### config.mk
export PLATFORM = sky130hd
export DESIGN_NAME = sysbus_arbiter_flat
export DESIGN_NICKNAME = d
export VERILOG_FILES = /design/src/rtl/sysbus_arbiter_pkg.sv /design/src/rtl/sysbus_arbiter_if.sv /design/src/rtl/sysbus_arbiter_rr_arbiter2.sv /design/src/rtl/sysbus_arbiter.sv /design/src/flat_wrapper.sv
export SDC_FILE = /design/constraint.sdc
export NUM_CORES = 1
export LEC_CHECK = 0
export ABC_CLOCK_PERIOD_IN_PS = 2300
export CAP_MARGIN = 20
export CORE_AREA = 2 2 183 185
export CTS_BUF_LIST = sky130_fd_sc_hd__clkbuf_8 sky130_fd_sc_hd__clkbuf_16
export DETAILED_ROUTE_END_ITERATION = 16
export DIE_AREA = 0 0 185 187
export DONT_BUFFER_PORTS = 1
export GPL_TIMING_DRIVEN = 1
export HOLD_SLACK_MARGIN = 0.06
export PLACE_DENSITY = 0.36
export SLEW_MARGIN = 10
export SYNTH_ARGS = -nofsm -noshare
export SYNTH_HDL_FRONTEND = slang
export SYNTH_SLANG_ARGS = --single-unit
### constraint.sdc
create_clock -name clk -period 2.3 [get_ports clk]
set_input_delay 0.115 -clock clk [delete_from_list [all_inputs] [get_ports clk]]
set_output_delay 0.115 -clock clk [all_outputs]
set_load 0.02 [all_outputs]
### src/rtl/sysbus_arbiter_pkg.sv
`default_nettype none
// ============================================================================
// Module      : sysbus_pkg
// Description : Shared types, tag-field constants and the MMIO window helper
//               for the Sysbus arbiter and its sub-blocks.
// Revision    : 1.0 - initial release
// ============================================================================
package sysbus_pkg;

  // Tag rw field
  localparam logic READ  = 1'b0;
  localparam logic WRITE = 1'b1;

  // Tag type field
  localparam logic [3:0] MEMORY = 4'b0001;
  localparam logic [3:0] MMIO   = 4'b0011;

  // Default MMIO window, both bounds exclusive
  localparam logic [63:0] MMIO_LO_DEF = 64'd655360;   // 640 KiB
  localparam logic [63:0] MMIO_HI_DEF = 64'd1048576;  // 1 MiB

  typedef enum logic [1:0] {
    IDLE  = 2'd0,
    ADDR  = 2'd1,
    WDATA = 2'd2,
    RESP  = 2'd3
  } arb_state_t;

  typedef enum logic {
    REQ_IF = 1'b0,
    REQ_DM = 1'b1
  } requester_t;

  // True when addr lies strictly inside (lo, hi)
  function automatic logic is_mmio(input logic [63:0] addr,
                                   input logic [63:0] lo = MMIO_LO_DEF,
                                   input logic [63:0] hi = MMIO_HI_DEF);
    return (addr > lo) && (addr < hi);
  endfunction

endpackage
`default_nettype wire

### src/rtl/sysbus_arbiter_if.sv
`default_nettype none
// ============================================================================
// Module      : sysbus_arbiter_if
// Description : Bundles the fetch port, the data port and the Sysbus master
//               port. "master" is the arbiter's view, "slave" the view of
//               everything around it (requesters and the bus).
// Revision    : 1.0 - initial release
// ============================================================================
interface sysbus_arbiter_if #(
  parameter int TAG_W = 13
);
  // Fetch port
  logic             if_req_valid;
  logic [63:0]      if_req_addr;
  logic             if_req_ready;
  logic             if_resp_valid;
  logic [63:0]      if_resp_data;
  // Data port
  logic             dm_req_valid;
  logic             dm_req_write;
  logic [63:0]      dm_req_addr;
  logic             dm_req_ready;
  logic [63:0]      dm_wdata;
  logic             dm_wdata_ready;
  logic             dm_resp_valid;
  logic [63:0]      dm_resp_data;
  // Sysbus
  logic             bus_reqcyc;
  logic [63:0]      bus_req;
  logic [TAG_W-1:0] bus_reqtag;
  logic             bus_reqack;
  logic             bus_respcyc;
  logic [63:0]      bus_resp;
  logic             bus_respack;

  modport master (
    input  if_req_valid, if_req_addr,
    output if_req_ready, if_resp_valid, if_resp_data,
    input  dm_req_valid, dm_req_write, dm_req_addr, dm_wdata,
    output dm_req_ready, dm_wdata_ready, dm_resp_valid, dm_resp_data,
    output bus_reqcyc, bus_req, bus_reqtag, bus_respack,
    input  bus_reqack, bus_respcyc, bus_resp
  );

  modport slave (
    output if_req_valid, if_req_addr,
    input  if_req_ready, if_resp_valid, if_resp_data,
    output dm_req_valid, dm_req_write, dm_req_addr, dm_wdata,
    input  dm_req_ready, dm_wdata_ready, dm_resp_valid, dm_resp_data,
    input  bus_reqcyc, bus_req, bus_reqtag, bus_respack,
    output bus_reqack, bus_respcyc, bus_resp
  );

endinterface
`default_nettype wire

### src/rtl/sysbus_arbiter_rr_arbiter2.sv
`default_nettype none
// ============================================================================
// Module      : rr_arbiter2
// Description : Two-way round-robin pick. The pick is combinational; the
//               last-grant history only moves when the owner finishes, so a
//               later store-buffer port can reuse the same block.
// Revision    : 1.0 - initial release
// ============================================================================
module rr_arbiter2
  import sysbus_pkg::*;
(
  input  wire logic       clk,
  input  wire logic       reset,
  input  wire logic [1:0] req_i,        // [0] = IF, [1] = DM
  input  wire logic       upd_en_i,     // transaction finished this cycle
  input  requester_t      upd_who_i,    // requester that just finished
  output logic            gnt_valid_o,
  output requester_t      gnt_who_o
);

  requester_t last_grant_q;

  // Pick the only requester, or on a tie the one not served last
  always_comb begin
    gnt_valid_o = |req_i;
    gnt_who_o   = REQ_IF;
    if (req_i[0] && req_i[1]) begin
      gnt_who_o = (last_grant_q == REQ_IF) ? REQ_DM : REQ_IF;
    end else if (req_i[1]) begin
      gnt_who_o = REQ_DM;
    end
  end

  // History starts at DM so fetch wins the first tie after reset
  always_ff @(posedge clk) begin
    if (reset) begin
      last_grant_q <= REQ_DM;
    end else if (upd_en_i) begin
      last_grant_q <= upd_who_i;
    end
  end

endmodule
`default_nettype wire

### src/rtl/sysbus_arbiter.sv
`default_nettype none
// ============================================================================
// Module      : sysbus_arbiter
// Description : Shares one Sysbus master port between instruction fetch and
//               the load/store unit. One line transaction in flight at a
//               time; address phase, then either BEATS write beats streamed
//               from the data unit or BEATS read beats routed to the owner.
// Revision    : 1.0 - initial release
// ============================================================================
module sysbus_arbiter
  import sysbus_pkg::*;
#(
  parameter int          BEATS           = 8,
  parameter int          TAG_W           = 13,
  parameter logic [63:0] MMIO_LO         = 64'(640 * 1024),
  parameter logic [63:0] MMIO_HI         = 64'(1024 * 1024),
  parameter bit          STRICT_PROTOCOL = 1'b1   // stop simulation on stray response beats
)(
  input  wire logic          clk,
  input  wire logic          reset,
  sysbus_arbiter_if.master   bus
);

  localparam int          CNT_W     = $clog2(BEATS) + 1;
  localparam logic [63:0] LINE_MASK = 64'(BEATS * 8 - 1);

  arb_state_t       state_q;
  requester_t       owner_q;
  logic             write_q;
  logic             reqcyc_q;
  logic [63:0]      req_q;
  logic [TAG_W-1:0] tag_q;
  logic             if_ready_q;
  logic             dm_ready_q;
  logic [CNT_W-1:0] beat_cnt_q;

  logic             gnt_valid;
  requester_t       gnt_who;
  logic [63:0]      req_addr_d;
  logic             write_d;
  logic [TAG_W-1:0] tag_d;
  logic             last_beat;
  logic             resp_fire;
  logic             wdata_fire;
  logic             arb_upd;
  requester_t       arb_upd_who;

  rr_arbiter2 u_rr (
    .clk         (clk),
    .reset       (reset),
    .req_i       ({bus.dm_req_valid, bus.if_req_valid}),
    .upd_en_i    (arb_upd),
    .upd_who_i   (arb_upd_who),
    .gnt_valid_o (gnt_valid),
    .gnt_who_o   (gnt_who)
  );

  // Address, direction and tag of whichever requester the arbiter picks
  always_comb begin
    req_addr_d = (gnt_who == REQ_DM) ? bus.dm_req_addr : bus.if_req_addr;
    write_d    = (gnt_who == REQ_DM) ? bus.dm_req_write : READ;
    tag_d      = {write_d,
                  is_mmio(req_addr_d, MMIO_LO, MMIO_HI) ? MMIO : MEMORY,
                  {(TAG_W - 5){1'b0}}};
  end

  // Beat bookkeeping and the history update at the end of a transaction
  always_comb begin
    last_beat   = (beat_cnt_q == CNT_W'(BEATS - 1));
    resp_fire   = (state_q == RESP) && bus.bus_respcyc;
    wdata_fire  = (state_q == WDATA) && bus.bus_reqack;
    arb_upd     = (resp_fire || wdata_fire) && last_beat;
    arb_upd_who = (state_q == WDATA) ? REQ_DM : owner_q;
  end

  // Response beats are always acknowledged; stray ones are simply dropped
  assign bus.bus_respack    = bus.bus_respcyc;
  assign bus.bus_reqcyc     = reqcyc_q;
  assign bus.bus_req        = (state_q == WDATA) ? bus.dm_wdata : req_q;
  assign bus.bus_reqtag     = tag_q;
  assign bus.if_req_ready   = if_ready_q;
  assign bus.dm_req_ready   = dm_ready_q;
  assign bus.dm_wdata_ready = wdata_fire;
  assign bus.if_resp_valid  = resp_fire && (owner_q == REQ_IF);
  assign bus.dm_resp_valid  = resp_fire && (owner_q == REQ_DM);
  assign bus.if_resp_data   = (owner_q == REQ_IF) ? bus.bus_resp : 64'd0;
  assign bus.dm_resp_data   = (owner_q == REQ_DM) ? bus.bus_resp : 64'd0;

  // Transaction FSM: grant, address phase, then write stream or read return
  always_ff @(posedge clk) begin
    if (reset) begin
      state_q    <= IDLE;
      owner_q    <= REQ_IF;
      write_q    <= READ;
      reqcyc_q   <= 1'b0;
      req_q      <= 64'd0;
      tag_q      <= '0;
      if_ready_q <= 1'b0;
      dm_ready_q <= 1'b0;
      beat_cnt_q <= '0;
    end else begin
      if_ready_q <= 1'b0;
      dm_ready_q <= 1'b0;
      case (state_q)
        IDLE: begin
          if (gnt_valid) begin
            owner_q    <= gnt_who;
            write_q    <= write_d;
            req_q      <= req_addr_d & ~LINE_MASK;
            tag_q      <= tag_d;
            reqcyc_q   <= 1'b1;
            if_ready_q <= (gnt_who == REQ_IF);
            dm_ready_q <= (gnt_who == REQ_DM);
            state_q    <= ADDR;
          end
        end
        ADDR: begin
          if (bus.bus_reqack) begin
            beat_cnt_q <= '0;
            if (write_q) begin
              state_q <= WDATA;
            end else begin
              reqcyc_q <= 1'b0;
              state_q  <= RESP;
            end
          end
        end
        WDATA: begin
          if (bus.bus_reqack) begin
            beat_cnt_q <= beat_cnt_q + CNT_W'(1);
            if (last_beat) begin
              reqcyc_q <= 1'b0;
              state_q  <= IDLE;
            end
          end
        end
        RESP: begin
          if (bus.bus_respcyc) begin
            beat_cnt_q <= beat_cnt_q + CNT_W'(1);
            if (last_beat) begin
              state_q <= IDLE;
            end
          end
        end
        default: state_q <= IDLE;
      endcase
    end
  end

  generate
    if (STRICT_PROTOCOL) begin : g_resp_check
      // A response beat with no read in flight means the bus is broken
      always_ff @(posedge clk) begin
        if (!reset) begin
          assert (!(bus.bus_respcyc && (state_q != RESP)))
            else $fatal(1, "sysbus_arbiter: response beat outside RESP");
        end
      end
    end
  endgenerate

endmodule
`default_nettype wire

### src/flat_wrapper.sv
// flat-port wrapper written by rule: the top's interface ports become plain ports
module sysbus_arbiter_flat import sysbus_pkg::*;
#(
  parameter int          BEATS           = 8,
  parameter int          TAG_W           = 13,
  parameter logic [63:0] MMIO_LO         = 64'(640 * 1024),
  parameter logic [63:0] MMIO_HI         = 64'(1024 * 1024),
  parameter bit          STRICT_PROTOCOL = 1'b1                                             
)
  (clk, reset, bus_if_req_valid, bus_if_req_addr, bus_if_req_ready, bus_if_resp_valid, bus_if_resp_data, bus_dm_req_valid, bus_dm_req_write, bus_dm_req_addr, bus_dm_wdata, bus_dm_req_ready, bus_dm_wdata_ready, bus_dm_resp_valid, bus_dm_resp_data, bus_bus_reqcyc, bus_bus_req, bus_bus_reqtag, bus_bus_respack, bus_bus_reqack, bus_bus_respcyc, bus_bus_resp);
  sysbus_arbiter_if #(.TAG_W(TAG_W)) bus_i ();
  input  wire logic clk;
  input  wire logic reset;
  input wire logic [$bits(bus_i.if_req_valid)-1:0] bus_if_req_valid;
  input wire logic [$bits(bus_i.if_req_addr)-1:0] bus_if_req_addr;
  output wire logic [$bits(bus_i.if_req_ready)-1:0] bus_if_req_ready;
  output wire logic [$bits(bus_i.if_resp_valid)-1:0] bus_if_resp_valid;
  output wire logic [$bits(bus_i.if_resp_data)-1:0] bus_if_resp_data;
  input wire logic [$bits(bus_i.dm_req_valid)-1:0] bus_dm_req_valid;
  input wire logic [$bits(bus_i.dm_req_write)-1:0] bus_dm_req_write;
  input wire logic [$bits(bus_i.dm_req_addr)-1:0] bus_dm_req_addr;
  input wire logic [$bits(bus_i.dm_wdata)-1:0] bus_dm_wdata;
  output wire logic [$bits(bus_i.dm_req_ready)-1:0] bus_dm_req_ready;
  output wire logic [$bits(bus_i.dm_wdata_ready)-1:0] bus_dm_wdata_ready;
  output wire logic [$bits(bus_i.dm_resp_valid)-1:0] bus_dm_resp_valid;
  output wire logic [$bits(bus_i.dm_resp_data)-1:0] bus_dm_resp_data;
  output wire logic [$bits(bus_i.bus_reqcyc)-1:0] bus_bus_reqcyc;
  output wire logic [$bits(bus_i.bus_req)-1:0] bus_bus_req;
  output wire logic [$bits(bus_i.bus_reqtag)-1:0] bus_bus_reqtag;
  output wire logic [$bits(bus_i.bus_respack)-1:0] bus_bus_respack;
  input wire logic [$bits(bus_i.bus_reqack)-1:0] bus_bus_reqack;
  input wire logic [$bits(bus_i.bus_respcyc)-1:0] bus_bus_respcyc;
  input wire logic [$bits(bus_i.bus_resp)-1:0] bus_bus_resp;
  assign bus_i.if_req_valid = bus_if_req_valid;
  assign bus_i.if_req_addr = bus_if_req_addr;
  assign bus_if_req_ready = bus_i.if_req_ready;
  assign bus_if_resp_valid = bus_i.if_resp_valid;
  assign bus_if_resp_data = bus_i.if_resp_data;
  assign bus_i.dm_req_valid = bus_dm_req_valid;
  assign bus_i.dm_req_write = bus_dm_req_write;
  assign bus_i.dm_req_addr = bus_dm_req_addr;
  assign bus_i.dm_wdata = bus_dm_wdata;
  assign bus_dm_req_ready = bus_i.dm_req_ready;
  assign bus_dm_wdata_ready = bus_i.dm_wdata_ready;
  assign bus_dm_resp_valid = bus_i.dm_resp_valid;
  assign bus_dm_resp_data = bus_i.dm_resp_data;
  assign bus_bus_reqcyc = bus_i.bus_reqcyc;
  assign bus_bus_req = bus_i.bus_req;
  assign bus_bus_reqtag = bus_i.bus_reqtag;
  assign bus_bus_respack = bus_i.bus_respack;
  assign bus_i.bus_reqack = bus_bus_reqack;
  assign bus_i.bus_respcyc = bus_bus_respcyc;
  assign bus_i.bus_resp = bus_bus_resp;
  sysbus_arbiter #(.BEATS(BEATS), .TAG_W(TAG_W), .MMIO_LO(MMIO_LO), .MMIO_HI(MMIO_HI), .STRICT_PROTOCOL(STRICT_PROTOCOL)) u_core (.clk(clk), .reset(reset), .bus(bus_i));
endmodule
==> metrics.md <==
| Metric | Value |
|---|---|
| Hpwl dp | about 22 mm |
| Clock-pin slew on the worst setup and hold paths | ~0.060 ns |
| CP Launch Type | flip-flop |
| Worst R2R Start | u_core.u_rr.last_grant_q |
| Max-slew violation count | 0 |
| Worst hold path type | in2reg |
| Post-synthesis cell type count | between 40 and 50 |
| Vias in the first global route | around 5000 |
| Drt drc | 0 |
| Final min period | between 2 and 2.5 ns |
| WL final | 27.46 mm |
| Post-synthesis cell area | ~5300 um^2 |
| Area after DPL | about 5700 um^2 |
| Worst-skew pair later-pin latency | around 0.34 ns |
| Worst setup path startpoint | u_core.state_q[0] |
| CP cell instances | inv_1, ha_4, buf_4, mux2_2 |
| Max Freq | between 400 and 500 MHz |
| Mapped Cells | approximately 620 |
| Seq/Total Area, Yosys | 0.2730 |
| Post-route insts no fill | approximately 1200 |
| Hold slack | between 0.05 and 0.06 ns |
| CP max FO | 25 |
| Leak | approximately 2.6 nW |
| Outcome | finished clean |
| Post-CTS sizing | 0 |
| Clk_skew | 0.01103 ns |
| Slowest stage cell on the critical path | mux2_2 |
| Util after Layout | 0.2153 |
| Post-route ant nets | 0 |
| Most common cell after layout, fill and taps aside | dlygate4sd3_1 |
| Share of cells above drive strength 1 | 0.1390 |
| Tightest Pin Transition | approximately 0.83 ns |
| Reg2Reg Setup Slack | between 0.3 and 0.4 ns |
| Met3 WL | around 2.3 mm |
| Die X | between 150 and 200 um |
| Pwr per Cell Area | 1021 nW/um^2 |
| NumNets Final | slightly below 1000 |
| Max stage delay on crit path | about 0.45 ns |
| Top Layer Used | met4 |
| Initial antenna violation count | 2 |
| Synth Register Bits | 72 |
| Hold Violations, Final | 0 |
| Number of enable flip-flop cells after synthesis | 0 |
| TritonCTS Buffers | 9 |
| Hold Path Origin | bus_dm_req_addr[30] |
| Setup_tns | 0 ns |
| Required time worst endpoint | about 2.2 ns |
| Met2 WL post-DR | ~14 mm |
| Vias/cell | 4.300 |
| Drt first pass iters | 4 |
| CTS tree | done |
| Die height | roughly 190 um |
| Layout Cell Area excl Fill | 7076 um^2 |
| Initial Utilization | 0.1607 |
| IO Count | about 480 |
| H-tree depth reported by CTS | 3 |
| Global-route wire length before repair | between 30 and 40 mm |
| Metal-1 WL | about 11 mm |
| Period utilisation layout | 0.9469 |
| Number of I/O port buffers | 0 |
| Area of the die | 34600 um^2 |
| Clk buf depth | 2 |
| DP Worst Slack | 0.4379 ns |
| Max VDD drop | approximately 380 uV |
| Placed Instances | just over 1000 |
| Max-cap viol count | 0 |
| Core Box Area | ~33000 um^2 |
| Congestion Overflow GR | 0 |
| Synth Flop Type | dfxtp_1 |
| Area delta synth->final | 34.00% |
| Worst relative slew slack | 0.4448 |
| Critical path class | reg2out |
| Starting DRC count in detailed routing | 174 |
| Final GP Congestion | ~0.82 |
| Via count | about 5000 |
| Final setup margin | 0.1221 ns |
| Root buffer cell | clkbuf_16 |
| Post-synthesis async set-or-reset flop share | 0 |
| DR WL/cell | roughly 24 um |
| RSZ-0062 raised after global routing | false |
| Syn avg cell area | about 8.5 um^2 |
| Final setup violating endpoints | 0 |
| Yosys warns | 0 |
| Power, Total | just over 7 mW |
| Crit path arrival time | a little over 2 ns |
| Largest net degree at the start of global routing | between 90 and 100 |
| FP Rows | 67 |
| Total Routing Usage GR | 0.1493 |
| Crit. End Element | output port |
| Most frequent cells in the layout | dlygate4sd3_1, nor2_1, and2_1 |
| # clock sinks | slightly above 70 |
-- cell usage after synthesis, drive strengths merged, types with 2 or more instances --
library cell	n	area share
nor2	77	0.055
a31oi	2	0.0024
buf	31	0.045
nor4	27	0.032
inv	3	0.0021
nand3	3	0.0028
mux2i	59	0.11
and2	72	0.085
nand3b	3	0.0043
clkbuf	32	0.023
nor3	6	0.0057
dfxtp	72	0.27
a211oi	60	0.085
and3	2	0.0024
nand4	6	0.0071
nor4b	3	0.0050
ha	6	0.014
nor2b	65	0.077
nand2b	2	0.0024
nand2	3	0.0021
o21ai	6	0.0057
nor3b	2	0.0028
o21bai	2	0.0028
mux2	58	0.12
a21oi	7	0.0066
-- per-layer routing --
layer / up-vias / global-route usage
met1: 2301 / 0.1623
met3: 27 / 0.04984
met4: 0 / 0.05433
li1: 2335 / -
met5: - / 0
met2: 286 / 0.2671
-- registers in the layout, indices dropped and copies added, names as in the netlist, 2 cells and up --
register               count
u_core.req_q              58
u_core.bus.bus_reqtag      2
u_core.beat_cnt_q          4
u_core.state_q             2
-- worst paths after layout --
kind / end / cells past startpoint
worst max-delay path: bus_bus_req[37] / 4
worst min-delay path: u_core.req_q[30] / 2
worst max register to register: u_core.req_q[29] / 5
worst min register to register: u_core.beat_cnt_q[3] / 2
-- power breakdown --
| group | internal, mW | total, mW | switching [mW] |
|---|---|---|---|
| clock | 1.05 | 1.67 | 0.618 |
| combinational | 1.24 | 3.51 | 2.27 |
| sequential | 1.64 | 2.04 | 0.401 |
| total | 3.93 | 7.22 | 3.29 |
-- timing repair --
action	4_1_cts	5_1_grt
hold endpoints to repair	72	0
buffers inserted	0	1
setup endpoints to repair	0	17
hold buffers	99	0
-- cells by family (layout without fill, tap and decap cells) --
kind of cell / Yosys count / count (layout) / share of synthesized area
compound gates: 85 / 85 / 0.1178
fa+ha+maj: 6 / 6 / 0.01422
buf+inv: 66 / 134 / 0.07014
flops: 72 / 72 / 0.2730
mux: 117 / 117 / 0.2355
other cells: 1 / 15 / 0.0007102
simple gates: 274 / 274 / 0.2886
-- worst max-delay path, delay by kind of cell, from the launching register on --
family	cells	cell delay, ns
fa+ha+maj	1	0.35
buf+inv	2	0.55
flops	1	0.34
mux	1	0.45
-- layout make-up --
type | count | area (um^2)
Antenna cell | 5 | 12.51
Clock buffer | 11 | 264.0
Fill cell | 3623 | 25790
Timing Repair Buffer | 115 | 1166
Tap cell | 448 | 560.5
Sequential cell | 72 | 1445
Multi-Input combinational cell | 492 | 3530
Clock inverter | 5 | 86.33
Inverter | 3 | 11.26
Note: power is estimated with default switching activity, not from simulation.
